<file path="src/rtl/mc_pkg.sv">
// Shared constants and types for the multi-cycle MIPS control unit.
// Opcodes, state encodings, datapath mux codes and the control vector.
package mc_pkg;

  localparam logic [5:0] OP_R    = 6'h00;
  localparam logic [5:0] OP_J    = 6'h02;
  localparam logic [5:0] OP_BEQ  = 6'h04;
  localparam logic [5:0] OP_ADDI = 6'h08;
  localparam logic [5:0] OP_LW   = 6'h23;
  localparam logic [5:0] OP_SW   = 6'h2B;

  typedef logic [3:0] state_t;

  localparam state_t S_FETCH     = 4'd0;
  localparam state_t S_DECODE    = 4'd1;
  localparam state_t S_MEM_ADDR  = 4'd2;
  localparam state_t S_MEM_READ  = 4'd3;
  localparam state_t S_MEM_WB    = 4'd4;
  localparam state_t S_MEM_WRITE = 4'd5;
  localparam state_t S_EXECUTE   = 4'd6;
  localparam state_t S_R_WB      = 4'd7;
  localparam state_t S_BRANCH    = 4'd8;
  localparam state_t S_JUMP      = 4'd9;
  localparam state_t S_ADDI_EX   = 4'd10;
  localparam state_t S_ADDI_WB   = 4'd11;

  localparam logic [1:0] ALUOP_ADD   = 2'b00;
  localparam logic [1:0] ALUOP_SUB   = 2'b01;
  localparam logic [1:0] ALUOP_FUNCT = 2'b10;

  localparam logic [1:0] SRCB_B      = 2'b00;
  localparam logic [1:0] SRCB_FOUR   = 2'b01;
  localparam logic [1:0] SRCB_IMM    = 2'b10;
  localparam logic [1:0] SRCB_IMM_SH = 2'b11;

  localparam logic [1:0] PCSRC_ALU    = 2'b00;
  localparam logic [1:0] PCSRC_ALUOUT = 2'b01;
  localparam logic [1:0] PCSRC_JUMP   = 2'b10;

  typedef struct packed {
    logic       pc_write;
    logic       pc_write_cond;
    logic       iord;
    logic       mem_read;
    logic       mem_write;
    logic       ir_write;
    logic       mem_to_reg;
    logic       reg_dst;
    logic       reg_write;
    logic       alu_src_a;
    logic [1:0] alu_src_b;
    logic [1:0] alu_op;
    logic [1:0] pc_source;
  } ctrl_t;

  localparam ctrl_t CTRL_IDLE = '0;

  // True for every opcode the sequencer knows how to run.
  function automatic logic op_legal(input logic [5:0] op);
    return (op == OP_R) || (op == OP_LW) || (op == OP_SW) ||
           (op == OP_BEQ) || (op == OP_J) || (op == OP_ADDI);
  endfunction

endpackage

</file>
<file path="src/rtl/mc_ctrl_decode.sv">
// State to control-vector decoder for the multi-cycle MIPS datapath.
// Purely combinational; only FETCH looks at the memory handshake.
module mc_ctrl_decode
  import mc_pkg::*;
(
  input  state_t state_i,
  input  logic   mem_ready_i,
  output ctrl_t  ctrl_o
);

  // Moore decode, with IR/PC load in FETCH gated by the memory handshake.
  always_comb begin
    ctrl_o = CTRL_IDLE;
    case (state_i)
      S_FETCH: begin
        ctrl_o.mem_read  = 1'b1;
        ctrl_o.iord      = 1'b0;
        ctrl_o.alu_src_a = 1'b0;
        ctrl_o.alu_src_b = SRCB_FOUR;
        ctrl_o.alu_op    = ALUOP_ADD;
        ctrl_o.pc_source = PCSRC_ALU;
        ctrl_o.ir_write  = mem_ready_i;
        ctrl_o.pc_write  = mem_ready_i;
      end
      S_DECODE: begin
        ctrl_o.alu_src_a = 1'b0;
        ctrl_o.alu_src_b = SRCB_IMM_SH;
        ctrl_o.alu_op    = ALUOP_ADD;
      end
      S_MEM_ADDR: begin
        ctrl_o.alu_src_a = 1'b1;
        ctrl_o.alu_src_b = SRCB_IMM;
        ctrl_o.alu_op    = ALUOP_ADD;
      end
      S_MEM_READ: begin
        ctrl_o.mem_read = 1'b1;
        ctrl_o.iord     = 1'b1;
      end
      S_MEM_WB: begin
        ctrl_o.reg_write  = 1'b1;
        ctrl_o.mem_to_reg = 1'b1;
        ctrl_o.reg_dst    = 1'b0;
      end
      S_MEM_WRITE: begin
        ctrl_o.mem_write = 1'b1;
        ctrl_o.iord      = 1'b1;
      end
      S_EXECUTE: begin
        ctrl_o.alu_src_a = 1'b1;
        ctrl_o.alu_src_b = SRCB_B;
        ctrl_o.alu_op    = ALUOP_FUNCT;
      end
      S_R_WB: begin
        ctrl_o.reg_write  = 1'b1;
        ctrl_o.reg_dst    = 1'b1;
        ctrl_o.mem_to_reg = 1'b0;
      end
      S_BRANCH: begin
        ctrl_o.alu_src_a     = 1'b1;
        ctrl_o.alu_src_b     = SRCB_B;
        ctrl_o.alu_op        = ALUOP_SUB;
        ctrl_o.pc_write_cond = 1'b1;
        ctrl_o.pc_source     = PCSRC_ALUOUT;
      end
      S_JUMP: begin
        ctrl_o.pc_write  = 1'b1;
        ctrl_o.pc_source = PCSRC_JUMP;
      end
      S_ADDI_EX: begin
        ctrl_o.alu_src_a = 1'b1;
        ctrl_o.alu_src_b = SRCB_IMM;
        ctrl_o.alu_op    = ALUOP_ADD;
      end
      S_ADDI_WB: begin
        ctrl_o.reg_write  = 1'b1;
        ctrl_o.reg_dst    = 1'b0;
        ctrl_o.mem_to_reg = 1'b0;
      end
      default: ctrl_o = CTRL_IDLE;
    endcase
  end

endmodule

</file>
<file path="src/rtl/mc_control_fsm.sv">
// Multi-cycle MIPS control unit: state register, sequencing,
// illegal-opcode flag and retired-instruction counter.
module mc_control_fsm
  import mc_pkg::*;
#(
  parameter int CNT_W    = 32,
  parameter bit MEM_WAIT = 1'b1
) (
  input  logic             clock,
  input  logic             reset,
  input  logic [5:0]       opcode,
  input  logic             mem_ready,
  output logic             PCWrite,
  output logic             PCWriteCond,
  output logic             IorD,
  output logic             MemRead,
  output logic             MemWrite,
  output logic             IRWrite,
  output logic             MemtoReg,
  output logic             RegDst,
  output logic             RegWrite,
  output logic             ALUSrcA,
  output logic [1:0]       ALUSrcB,
  output logic [1:0]       ALUOp,
  output logic [1:0]       PCSource,
  output logic             illegal_op,
  output logic [CNT_W-1:0] retired
);

  state_t           state_q, state_d;
  logic             illegal_q, illegal_d;
  logic [CNT_W-1:0] retired_q;
  logic             retire;
  logic             rdy;
  ctrl_t            ctrl;
  ctrl_t            ctrl_g;

  assign rdy = MEM_WAIT ? mem_ready : 1'b1;

  mc_ctrl_decode u_decode (
    .state_i     (state_q),
    .mem_ready_i (rdy),
    .ctrl_o      (ctrl)
  );

  // Next state; flags instruction retirement and illegal opcodes.
  always_comb begin
    state_d   = state_q;
    illegal_d = 1'b0;
    retire    = 1'b0;
    case (state_q)
      S_FETCH: begin
        if (rdy) state_d = S_DECODE;
      end
      S_DECODE: begin
        case (opcode)
          OP_LW, OP_SW: state_d = S_MEM_ADDR;
          OP_R:         state_d = S_EXECUTE;
          OP_BEQ:       state_d = S_BRANCH;
          OP_J:         state_d = S_JUMP;
          OP_ADDI:      state_d = S_ADDI_EX;
          default: begin
            state_d   = S_FETCH;
            illegal_d = !op_legal(opcode);
          end
        endcase
      end
      S_MEM_ADDR: begin
        state_d = (opcode == OP_SW) ? S_MEM_WRITE : S_MEM_READ;
      end
      S_MEM_READ: begin
        if (rdy) state_d = S_MEM_WB;
      end
      S_MEM_WB: begin
        state_d = S_FETCH;
        retire  = 1'b1;
      end
      S_MEM_WRITE: begin
        if (rdy) begin
          state_d = S_FETCH;
          retire  = 1'b1;
        end
      end
      S_EXECUTE: state_d = S_R_WB;
      S_R_WB: begin
        state_d = S_FETCH;
        retire  = 1'b1;
      end
      S_BRANCH, S_JUMP, S_ADDI_WB: begin
        state_d = S_FETCH;
        retire  = 1'b1;
      end
      S_ADDI_EX: state_d = S_ADDI_WB;
      default:   state_d = S_FETCH;
    endcase
  end

  // State, illegal pulse and retirement counter (wraps naturally).
  always_ff @(posedge clock or posedge reset) begin
    if (reset) begin
      state_q   <= S_FETCH;
      illegal_q <= 1'b0;
      retired_q <= '0;
    end else begin
      state_q   <= state_d;
      illegal_q <= illegal_d;
      if (retire) retired_q <= retired_q + {{(CNT_W-1){1'b0}}, 1'b1};
    end
  end

  // Reset silences every strobe and select in the same cycle.
  always_comb begin
    ctrl_g = reset ? CTRL_IDLE : ctrl;
  end

  assign PCWrite     = ctrl_g.pc_write;
  assign PCWriteCond = ctrl_g.pc_write_cond;
  assign IorD        = ctrl_g.iord;
  assign MemRead     = ctrl_g.mem_read;
  assign MemWrite    = ctrl_g.mem_write;
  assign IRWrite     = ctrl_g.ir_write;
  assign MemtoReg    = ctrl_g.mem_to_reg;
  assign RegDst      = ctrl_g.reg_dst;
  assign RegWrite    = ctrl_g.reg_write;
  assign ALUSrcA     = ctrl_g.alu_src_a;
  assign ALUSrcB     = ctrl_g.alu_src_b;
  assign ALUOp       = ctrl_g.alu_op;
  assign PCSource    = ctrl_g.pc_source;
  assign illegal_op  = illegal_q;
  assign retired     = retired_q;

endmodule

</file>
<file path="config.mk">
export PLATFORM = sky130hd
export DESIGN_NAME = mc_control_fsm
export DESIGN_NICKNAME = d
export VERILOG_FILES = /design/src/rtl/mc_pkg.sv /design/src/rtl/mc_ctrl_decode.sv /design/src/rtl/mc_control_fsm.sv
export SDC_FILE = /design/constraint.sdc
export NUM_CORES = 1
export LEC_CHECK = 0
export BUFFER_PORTS_ARGS = -buffer_cell sky130_fd_sc_hd__buf_4
export CAP_MARGIN = 10
export CORE_MARGIN = 3
export CORE_UTILIZATION = 45
export CTS_CLUSTER_DIAMETER = 100
export CTS_CLUSTER_SIZE = 25
export DETAILED_ROUTE_END_ITERATION = 10
export PLACE_DENSITY_LB_ADDON = 0.25
export RECOVER_POWER = 100
export SETUP_SLACK_MARGIN = 0.15
export SYNTH_ARGS = -nofsm -noshare
export SYNTH_HDL_FRONTEND = slang
export SYNTH_SLANG_ARGS = --single-unit
</file>
<file path="constraint.sdc">
create_clock -name clock -period 5.4 [get_ports clock]
set_input_delay 1.08 -clock clock [delete_from_list [all_inputs] [get_ports clock]]
set_output_delay 1.08 -clock clock [all_outputs]
set_load 0.05 [all_outputs]
</file>
# Word level (Yosys, flattened, before mapping)
# Cells that the tools add are included.
# W data, S select, Z words.
dict set report word_totals {
  in_bits 9
  regBits 37
}
dict set report classes {
  eq_ne 19
  muxes 20
  reduce_logical 15
  add_sub_neg 1
}
# operator count
set op_table {}
lappend op_table {{$add A32 B1 Y32 const B} 1}
lappend op_table {{$pmux W4 S7} 1}
lappend op_table {{$pmux W5 S5} 1}
lappend op_table {{$pmux W4 S5} 1}
lappend op_table {{$eq A4 B3 Y1 const B} 4}
lappend op_table {{$eq A4 B4 Y1 const B} 4}
lappend op_table {{$mux W16} 1}
lappend op_table {{$eq A6 B6 Y1 const B} 2}
lappend op_table {{$mux W4} 3}
lappend op_table {{$pmux W3 S3} 1}
lappend op_table {{$eq A4 B2 Y1 const B} 2}
lappend op_table {{$mux W1} 8}
lappend op_table {{$reduce_or A2 Y1} 4}
lappend op_table {{$eq A6 B2 Y1 const B} 1}
lappend op_table {{$eq A6 B3 Y1 const B} 1}
lappend op_table {{$eq A6 B4 Y1 const B} 1}
lappend op_table {{$logic_not A6 Y1} 1}
lappend op_table {{$ne A2 B2 Y1 const B} 3}
lappend op_table {{$reduce_or A6 Y1} 1}
lappend op_table {{$logic_or A1 B1 Y1} 5}
lappend op_table {{$reduce_or A5 Y1} 1}
lappend op_table {{$eq A4 B1 Y1 const B} 1}
lappend op_table {{$logic_not A4 Y1} 1}
lappend op_table {{$pmux W1 S2} 2}
lappend op_table {{4 further kinds} 4}

# Logic depth before layout (Yosys ltp)
# Gate-level depths: netlist of run 1.
dict set report logic_depth {
  depth_word 9
  depth_mapped 6
}

# Modules after synthesis
# From an unflattened synthesis of run 1, not the netlist that was laid out.
dict set report unflattened {
  cells_unflattened 241
  area_unflattened_um2 2225.9
}
# mod seq_area_each_um2 area_each_um2 cells_per_inst instances
set modules_own_cells {}
lappend modules_own_cells {mc_control_fsm 925.9 2014.4 210 1}
lappend modules_own_cells {mc_ctrl_decode 0.0 211.5 31 1}

# Worst setup path before layout of run 1
# No wires, ideal clock.
dict set report synth_timing {
  path_kind {input port to output port}
  startpoint {in reset}
  endpoint {out PCSource[0]}
  path_slack_ps 1566
  cell_stages 4
  arrival_ps 2754
  t_required_ps 4320
  path_buffers 1
  path_cell_list {nor2_1 -> nand2_1 -> nor3_1 -> buf_4}
}
dict set report synth_via {
  elab_chain_cells 1
}
# element line
set synth_rtl {}
lappend synth_rtl {{start: declaration} mc_control_fsm.sv:10} ;# input logic reset,
lappend synth_rtl {{$mux W16} mc_control_fsm.sv:113} ;# ctrl_g = reset ? CTRL_IDLE : ctrl;
lappend synth_rtl {{end: declaration} mc_control_fsm.sv:25} ;# output logic [1:0] PCSource,
# No other way between the ends.

# Worst setup path in the final report of run 1
dict set report layout_timing {
  startpoint {in reset}
  endpoint {out PCWrite}
}
dict set report layout_via {
  elab_chain_cells 1
}
# element line
set layout_rtl {}
lappend layout_rtl {{$mux W16} mc_control_fsm.sv:113}
lappend layout_rtl {{end: declaration} mc_control_fsm.sv:13} ;# output logic PCWrite,
# No other way between the ends.

==> metrics.md, run 1 <==
| Metric | Value |
|---|---|
| Status | `complete, but fails checks` |
| Failing checks | `capacitance limit, slew limit` |
| Std-Cell Core Area | `4504 µm²` |
| Unrepaired setup endpoints after global routing | `no` |
| CTS tree | `built` |
| Final ANT Viol Nets | `0` |
| Num Clock Sinks | `37` |
| Tcrit/Tclk final | `just over 60%` |
| Syn Area/Cell | `9.379 µm²` |
| Syn. warnings | `0` |
| Initial Utilization | `between 40 and 50%` |
| # diodes | `0` |
| Setup TNS | `0 ps` |
| Hold depth | `1` |
| Max Root-Sink Buffers | `2` |
| Total power draw | `approximately 0.00094 W` |
| Total Die Area | `between 5000 and 6000 µm²` |
| Number of synthesized register bits | `37` |
| Avg Vias per Cell | `roughly 5.6` |
| Register share of total power | `37.8%` |
| Vias in the first global route | `~1,800` |
| Register area share after synthesis | `a little over two fifths` |
| Max-slew violation count | `38` |
| Final Hold Viols | `0` |
| Area contributors post-synth | `dfrtp_1, xnor2_1, nand4_1, xor2_1, nand3_1` |
| GRT Util Overall | `a little under a fifth` |
| Pre-antenna DRT Iters | `4` |
| Critical path class | `in2out` |
| Kind of cell adding the most delay to the critical path | `buffers and inverters` |
| Critical Path End Type | `primary output` |
| Initial DRC Count | `174` |
| Sw frac | `~40%` |
| Top FF cell, synth | `dfrtp_1` |
| Max-Cap Viols | `1` |
| Routed WL per cell | `between 15 and 20 µm` |
| DIE WIDTH | `between 70 and 80 µm` |
| VDD IR-drop max | `about 0.00022 V` |
| Critical Path AT | `between 2000 and 2500 ps` |
| CTS buffer count | `5` |
| Peak Freq | `301.5 MHz` |
| Slowest-stage cell, CP | `clkbuf_1` |
| Post-DP HPWL | `between 3000 and 4000 µm` |
| Power Internal | `0.0005597 W` |
| Worst-path fanout max | `7` |
| Critical-path cell list | `clkbuf_1 > nor2_1 > nand2_1 > nor2_1 > or2_2 > clkbuf_1` |
| Root Driver | `clkbuf_8` |
| I/O Buffers | `57` |
| CP Launch Point | `reset` |
| Post-synthesis cell type count | `42` |
| IO Pins | `58` |
| Nets@finish | `293` |
| Post-layout minimum cycle time | `between 3000 and 4000 ps` |
| Clk pwr share | `a little under a third` |
| Pwr per Cell Area | `374.7 nW/µm²` |
| Post-Route Skew | `about 7.4 ps` |
| First-pass GRT wire length | `8286 µm` |
| Combinational share of power | `approximately a third` |
| Post-CTS setup buffers | `0` |
| Initial antenna violation count | `0` |
| Sw power | `around 0.00038 W` |
| Static leakage | `between 0.9 and 1 nW` |
| CP Launch Type | `input pin` |
| Layout cells sized above 1 | `6.338%` |
| Yosys top cell by area | `dfrtp_1` |
| Syn Inst Count | `230` |
| EDFF count, synth | `0` |
| Hold_buf cts | `0` |
| Fraction of registers with async set/reset | `between 90% and 100%` |
| Share of the synthesized area in the top cell type | `between 40% and 50%` |
| H-tree levels | `2` |
| Die height | `around 75 µm` |
| Min-delay src | `retired[31]$_DFFE_PP0P_` |
| Area Overhead vs Synth | `15.95%` |
| Vias | `~1,900` |
| Worst-skew pair later-pin latency | `roughly 290 ps` |
| Synth top cells by count | `dfrtp_1, xnor2_1, nand4_1, nand2_1, nor2_1` |
| RD Place Congestion | `roughly 0.77` |
| Count leader, synth | `dfrtp_1` |
| Gr ovfl total | `0` |
| Drt total wl | `just over 5000 µm` |
| Worst r2r src | `state_q[2]$_DFFE_PP0P_` |
| Reg clk slew, reported paths | `70 ps` |
| Crit path largest cell delay | `between 400 and 500 ps` |
| Reg2Reg Depth | `5` |
| Worst hold path class | `reg2reg` |
| Final setup fails | `0` |
| Cts repair resizes | `0` |
| Worst rel slew slack | `-31.17%` |
| Pin count of the biggest net entering global routing | `38` |
| CP Buf/Inv Count | `2` |
| Tightest Pin Transition | `1968 ps` |
| Levels on crit path | `6` |
| Synth Cell Area | `~2200 µm²` |
| Cell Rows | `24` |
| Syn_nets | `240` |
| Remaining routing DRC violations | `0` |
| CP required | `between 4000 and 5000 ps` |
[flip-flops by register name, summed over array words and instances (netlist names)]
signal / flops
illegal_op: 1
retired: 32
state_q: 4
[metrics by stage]
stage / hold slack, ps / util [%] / cells / area, µm² / setup WS [ps]
2_1_floorplan: 591.4 / - / 230 / 2157 / 1566
3_3_place_gp: 465.5 / 57.94 / 328 / 2610 / 2381
3_5_place_dp: 467.4 / 57.94 / 328 / 2610 / 2361
4_1_cts: 484.3 / 60.92 / 336 / 2744 / 2362
5_1_grt: 493.6 / 55.53 / 336 / 2501 / 1944
6_report: 471.4 / 55.53 / 336 / 2501 / 2084
[power groups by stage]
stage,logic [W],registers (W),clock network [W]
after global placement,0.000332,0.000359,0
after CTS,0.000338,0.000353,0.000286
after global routing,0.000329,0.000361,0.000297
final,0.000302,0.000354,0.000281
after floorplan,0.000210,0.000389,0
after detailed placement,0.000336,0.000358,0
[cells by family after synthesis]
logic type,Yosys count,synth area share (%)
adders and majority gates,1,0.5800
and+or+nand+nor,116,31.90
AOI/OAI and AO/OA,17,4.989
xor gates and xnor gates,35,14.21
buffers and inverters,22,4.408
DFF,37,42.92
muxes,2,0.9861
[cell usage in the layout, fill, tap and decap left out, types with 2 or more instances in the layout]
cell	instances
bufinv_16	2
dfrtp_1	37
clkbuf_1	54
buf_4	5
a21oi_1	7
or4_1	5
nand4_1	16
and3_1	7
nor4_1	10
and2_1	4
nor3_1	14
nand3_1	14
o21ai_0	3
nor4_2	2
nand4b_1	2
xnor2_1	25
clkbuf_8	5
nor2_1	15
xor2_1	10
or3_1	2
nand2_1	15
inv_1	9
[worst paths after layout]
check,slack [ps],endpoint
max in group asynchronous,2680,retired[9]$_DFFE_PP0P_
worst min register to register,470,retired[31]$_DFFE_PP0P_
min in group asynchronous,1590,retired[23]$_DFFE_PP0P_
worst max register to register,2910,retired[31]$_DFFE_PP0P_
worst max-delay path,2080,PCWrite
worst min-delay path,470,retired[31]$_DFFE_PP0P_
[layer usage]
layer | vias to the layer above | wire length, µm | GRT usage (%)
li1 | 926 | - | -
met1 | 899 | 2409 | 25.75
met2 | 69 | 2366 | 29.79
met3 | 4 | 291 | 4.940
met4 | 0 | 39 | 5.825
met5 | - | 0 | 0
[layout make-up]
cell class                      instances  area, µm²
Clock buffer                            5      68.82
Multi-Input combinational cell        171       1102
Fill cell                             473       2003
Tap cell                               52      65.06
Sequential cell                        37      925.9
Clock inverter                          3      65.06
Timing Repair Buffer                   59      240.2
Inverter                                9      33.78
Note: power is estimated with default switching activity, not from simulation.
==> run 2, diff against run 1 <==
ABC_AREA = 1   (was not set)
clock period = 3.4 ns   (was 5.4 ns; I/O delays follow)
==> run 2 against run 1 <==
The flow still finishes with violations (capacitance limit, slew limit). Synthesized area increased by 9.9%. Clock power increased by 6%. Clock-buffer cell count increased by 1. Global-route usage decreased by 0.56 points. Register-to-register slack got worse by 1700 ps. Worst setup slack got worse by 1400 ps. Total power increased by 48%. Die area increased by 9.1%. Cell area increased by 8.7%. Critical path type is now reg2out. Cell count increased by 43%. Routed wire length increased by 7.1%. Critical path depth unchanged.
==> metrics.md, run 2 <==
| Metric | Value |
|---|---|
| Status | `complete, but fails checks` |
| Failing checks | `capacitance limit, slew limit` |
| Nets@finish | `~420` |
| XOR/XNOR Fraction of Synth Area | `5.910%` |
| Reg2reg setup slack | `1170 ps` |
| Drt total wl | `5469 µm` |
| Max Root-Sink Buffers | `2` |
| Syn Area/Cell | `~6.7 µm²` |
| Total power draw | `0.001385 W` |
| Cts repair resizes | `0` |
| Post-layout minimum cycle time | `between 2000 and 3000 ps` |
| Number of synthesized register bits | `37` |
| Synth top cells by count | `nand2_1, nor2_1, inv_1, dfrtp_1, nand3_1` |
| Std-Cell Core Area | `just under 5000 µm²` |
| Register area share after synthesis | `39.05%` |
| H-tree levels | `2` |
| Initial antenna violation count | `0` |
| Critical Path AT | `1990 ps` |
| Post-Route Skew | `4.830 ps` |
| Reg2Reg Depth | `6` |
| Initial DRC Count | `177` |
| Most common cell after layout, fill and taps aside | `nand2_1` |
| Number of flip-flops in the largest register | `32` |
| Pwr per Cell Area | `509.5 nW/µm²` |
| Final setup fails | `0` |
| Mux contribution to synthesized area | `0%` |
| Worst-path fanout max | `5` |
| Syn. warnings | `0` |
| Top FF cell, synth | `dfrtp_1` |
| Cell Rows | `25` |
| Commonest non-fill, non-tap cells in the layout | `nand2_1, nor2_1, clkbuf_1` |
| Pre-antenna DRT Iters | `4` |
| Largest family of logic cells by synthesized area | `simple AND/OR/NAND/NOR gates` |
| Static leakage | `roughly 1.2 nW` |
| RD Place Congestion | `between 0.8 and 0.9` |
| Sw frac | `46.50%` |
| Vias in the first global route | `between 2,000 and 2,500` |
| Min-delay src | `retired[4]$_DFFE_PP0P_` |
| Avg Vias per Cell | `just under 5` |
| Power Internal | `between 0.0007 and 0.0008 W` |
| I/O Buffers | `57` |
| Unrepaired setup endpoints after global routing | `no` |
| Tightest Pin Transition | `between 2000 and 2500 ps` |
| Syn Inst Count | `between 300 and 400` |
| Vias | `around 2,400` |
| First-pass GRT wire length | `between 9000 and 10,000 µm` |
| Post-DP HPWL | `approximately 4100 µm` |
| Pin count of the biggest net entering global routing | `50` |
| Register share of total power | `between 30 and 40%` |
| Count leader, synth | `nand2_1` |
| Remaining routing DRC violations | `0` |
| Critical path class | `reg2out` |
| Reg clk slew, reported paths | `70 ps` |
| IO Pins | `between 50 and 60` |
| Routed WL per cell | `roughly 11 µm` |
| Final Hold Viols | `0` |
| Die height | `78.59 µm` |
| VDD IR-drop max | `0.0003662 V` |
| WHS Endpoint | `retired[4]$_DFFE_PP0P_` |
| Worst rel slew slack | `-33.46%` |
| Area Overhead vs Synth | `14.62%` |
| Worst hold path class | `reg2reg` |
| Fraction of registers with async set/reset | `100.0%` |
| Final ANT Viol Nets | `0` |
| Hold depth | `1` |
| Peak Freq | `around 370 MHz` |
| # fillers | `approximately 550` |
| Critical Path End Type | `primary output` |
| Post-synthesis cell type count | `26` |
| CP Launch Type | `flop` |
| Compound-gate portion of the synthesized area | `around 3.2%` |
| Total Die Area | `roughly 6000 µm²` |
| Worst r2r src | `state_q[0]$_DFFE_PP0P_` |
| Worst r2r dst | `retired[1]$_DFFE_PP0P_` |
| Max-slew violation count | `38` |
| DIE WIDTH | `between 70 and 80 µm` |
| CP Launch Point | `state_q[2]$_DFFE_PP0P_` |
| Synth Cell Area | `between 2000 and 2500 µm²` |
| Root Driver | `clkbuf_8` |
| Initial Utilization | `roughly half` |
| CTS tree | `built` |
| Hold_buf cts | `0` |
| Clk pwr share | `between 20% and 30%` |
| EDFF count, synth | `0` |
| Combinational share of power | `between 30% and 40%` |
| Setup TNS | `0 ps` |
| # diodes | `0` |
| Layout cells sized above 1 | `5.583%` |
| Share of the synthesized area in the top cell type | `between 30% and 40%` |
| Area contributors post-synth | `dfrtp_1, nand2_1, nor2_1, inv_1, nand3_1` |
| Sw power | `~0.00064 W` |
| Num Clock Sinks | `37` |
| Adder-Cell Fraction of Synth Area | `less than 1%` |
| Max-Cap Viols | `1` |
| CTS buffer count | `5` |
| Gr ovfl total | `0` |
| CP required | `2720 ps` |
| Worst hold slack | `a little over 500 ps` |
| GRT Util Overall | `between 10% and 20%` |
| Worst-skew pair later-pin latency | `roughly 290 ps` |
| Simple-gate share of the synthesized area | `41.85%` |
| Post-CTS setup buffers | `0` |
| Tcrit/Tclk final | `78.44%` |
| Syn_nets | `363` |
| Yosys top cell by area | `dfrtp_1` |
[run 2: power groups by stage]
| stage | Clock (W) | Combinational, W | Sequential [W] |
|---|---|---|---|
| final | 0.000298 | 0.000547 | 0.000539 |
| after global routing | 0.000329 | 0.000598 | 0.000547 |
| after CTS | 0.000308 | 0.000612 | 0.000541 |
| after detailed placement | 0 | 0.000611 | 0.000549 |
| after global placement | 0 | 0.000606 | 0.000546 |
| after floorplan | 0 | 0.000378 | 0.000639 |
[run 2: layer usage]
metal  part of all wire (%)  up-vias  global-route usage, %
li1                       -     1219                      -
met1                     47     1085                  23.18
met2                     45       68                  31.24
met3                    6.0        9                  4.128
met4                    1.4        0                  5.769
met5                      0        -                      0
[run 2: final cells by class]
type                       count  area [µm²]  share of cell area (%)
multi-input combinational    263        1209                   44.48
sequential                    37       925.9                   34.07
timing repair buffer          58       244.0                   8.978
inverter                      46       172.7                   6.354
tap                           67       83.83                   3.085
clock buffer                   6       72.57                   2.670
clock inverter                 2       10.01                  0.3683
[run 2: kinds of logic (layout without fill, tap and decap cells)]
family,after synthesis,after routing
flops,37,37
compound gates,14,14
xor+xnor,16,16
simple gates,232,232
buf+inv,53,112
fa+ha+maj,1,1
[run 2: how the worst max path moves through the flow]
stage / to / slack, ps
finish: ALUSrcB[1] / 730
global route: state_q[0]$_DFFE_PP0P_ / 450
CTS: ALUSrcB[1] / 1000
detailed placement: retired[0]$_DFFE_PP0P_ / 1270
global placement: retired[0]$_DFFE_PP0P_ / 1310
floorplan: RegWrite / 800
[run 2: worst max-delay path, cell delays in order, from the launching register on]
cell and delay (ps):
dfrtp_1 410, nor2_1 200, inv_1 100, nor2_1 260, inv_1 100, a31oi_1 140
clkbuf_1 490
[run 2: stage by stage]
stage | util [%] | instances | setup slack (ps) | area, µm²
final | 55.34 | 479 | 733.1 | 2718
after global routing | 55.34 | 479 | 447.6 | 2718
after CTS | 59.49 | 479 | 1002 | 2922
after detailed placement | 57.81 | 471 | 1275 | 2839
after global placement | 57.81 | 471 | 1308 | 2839
after floorplan | - | 353 | 795.9 | 2371
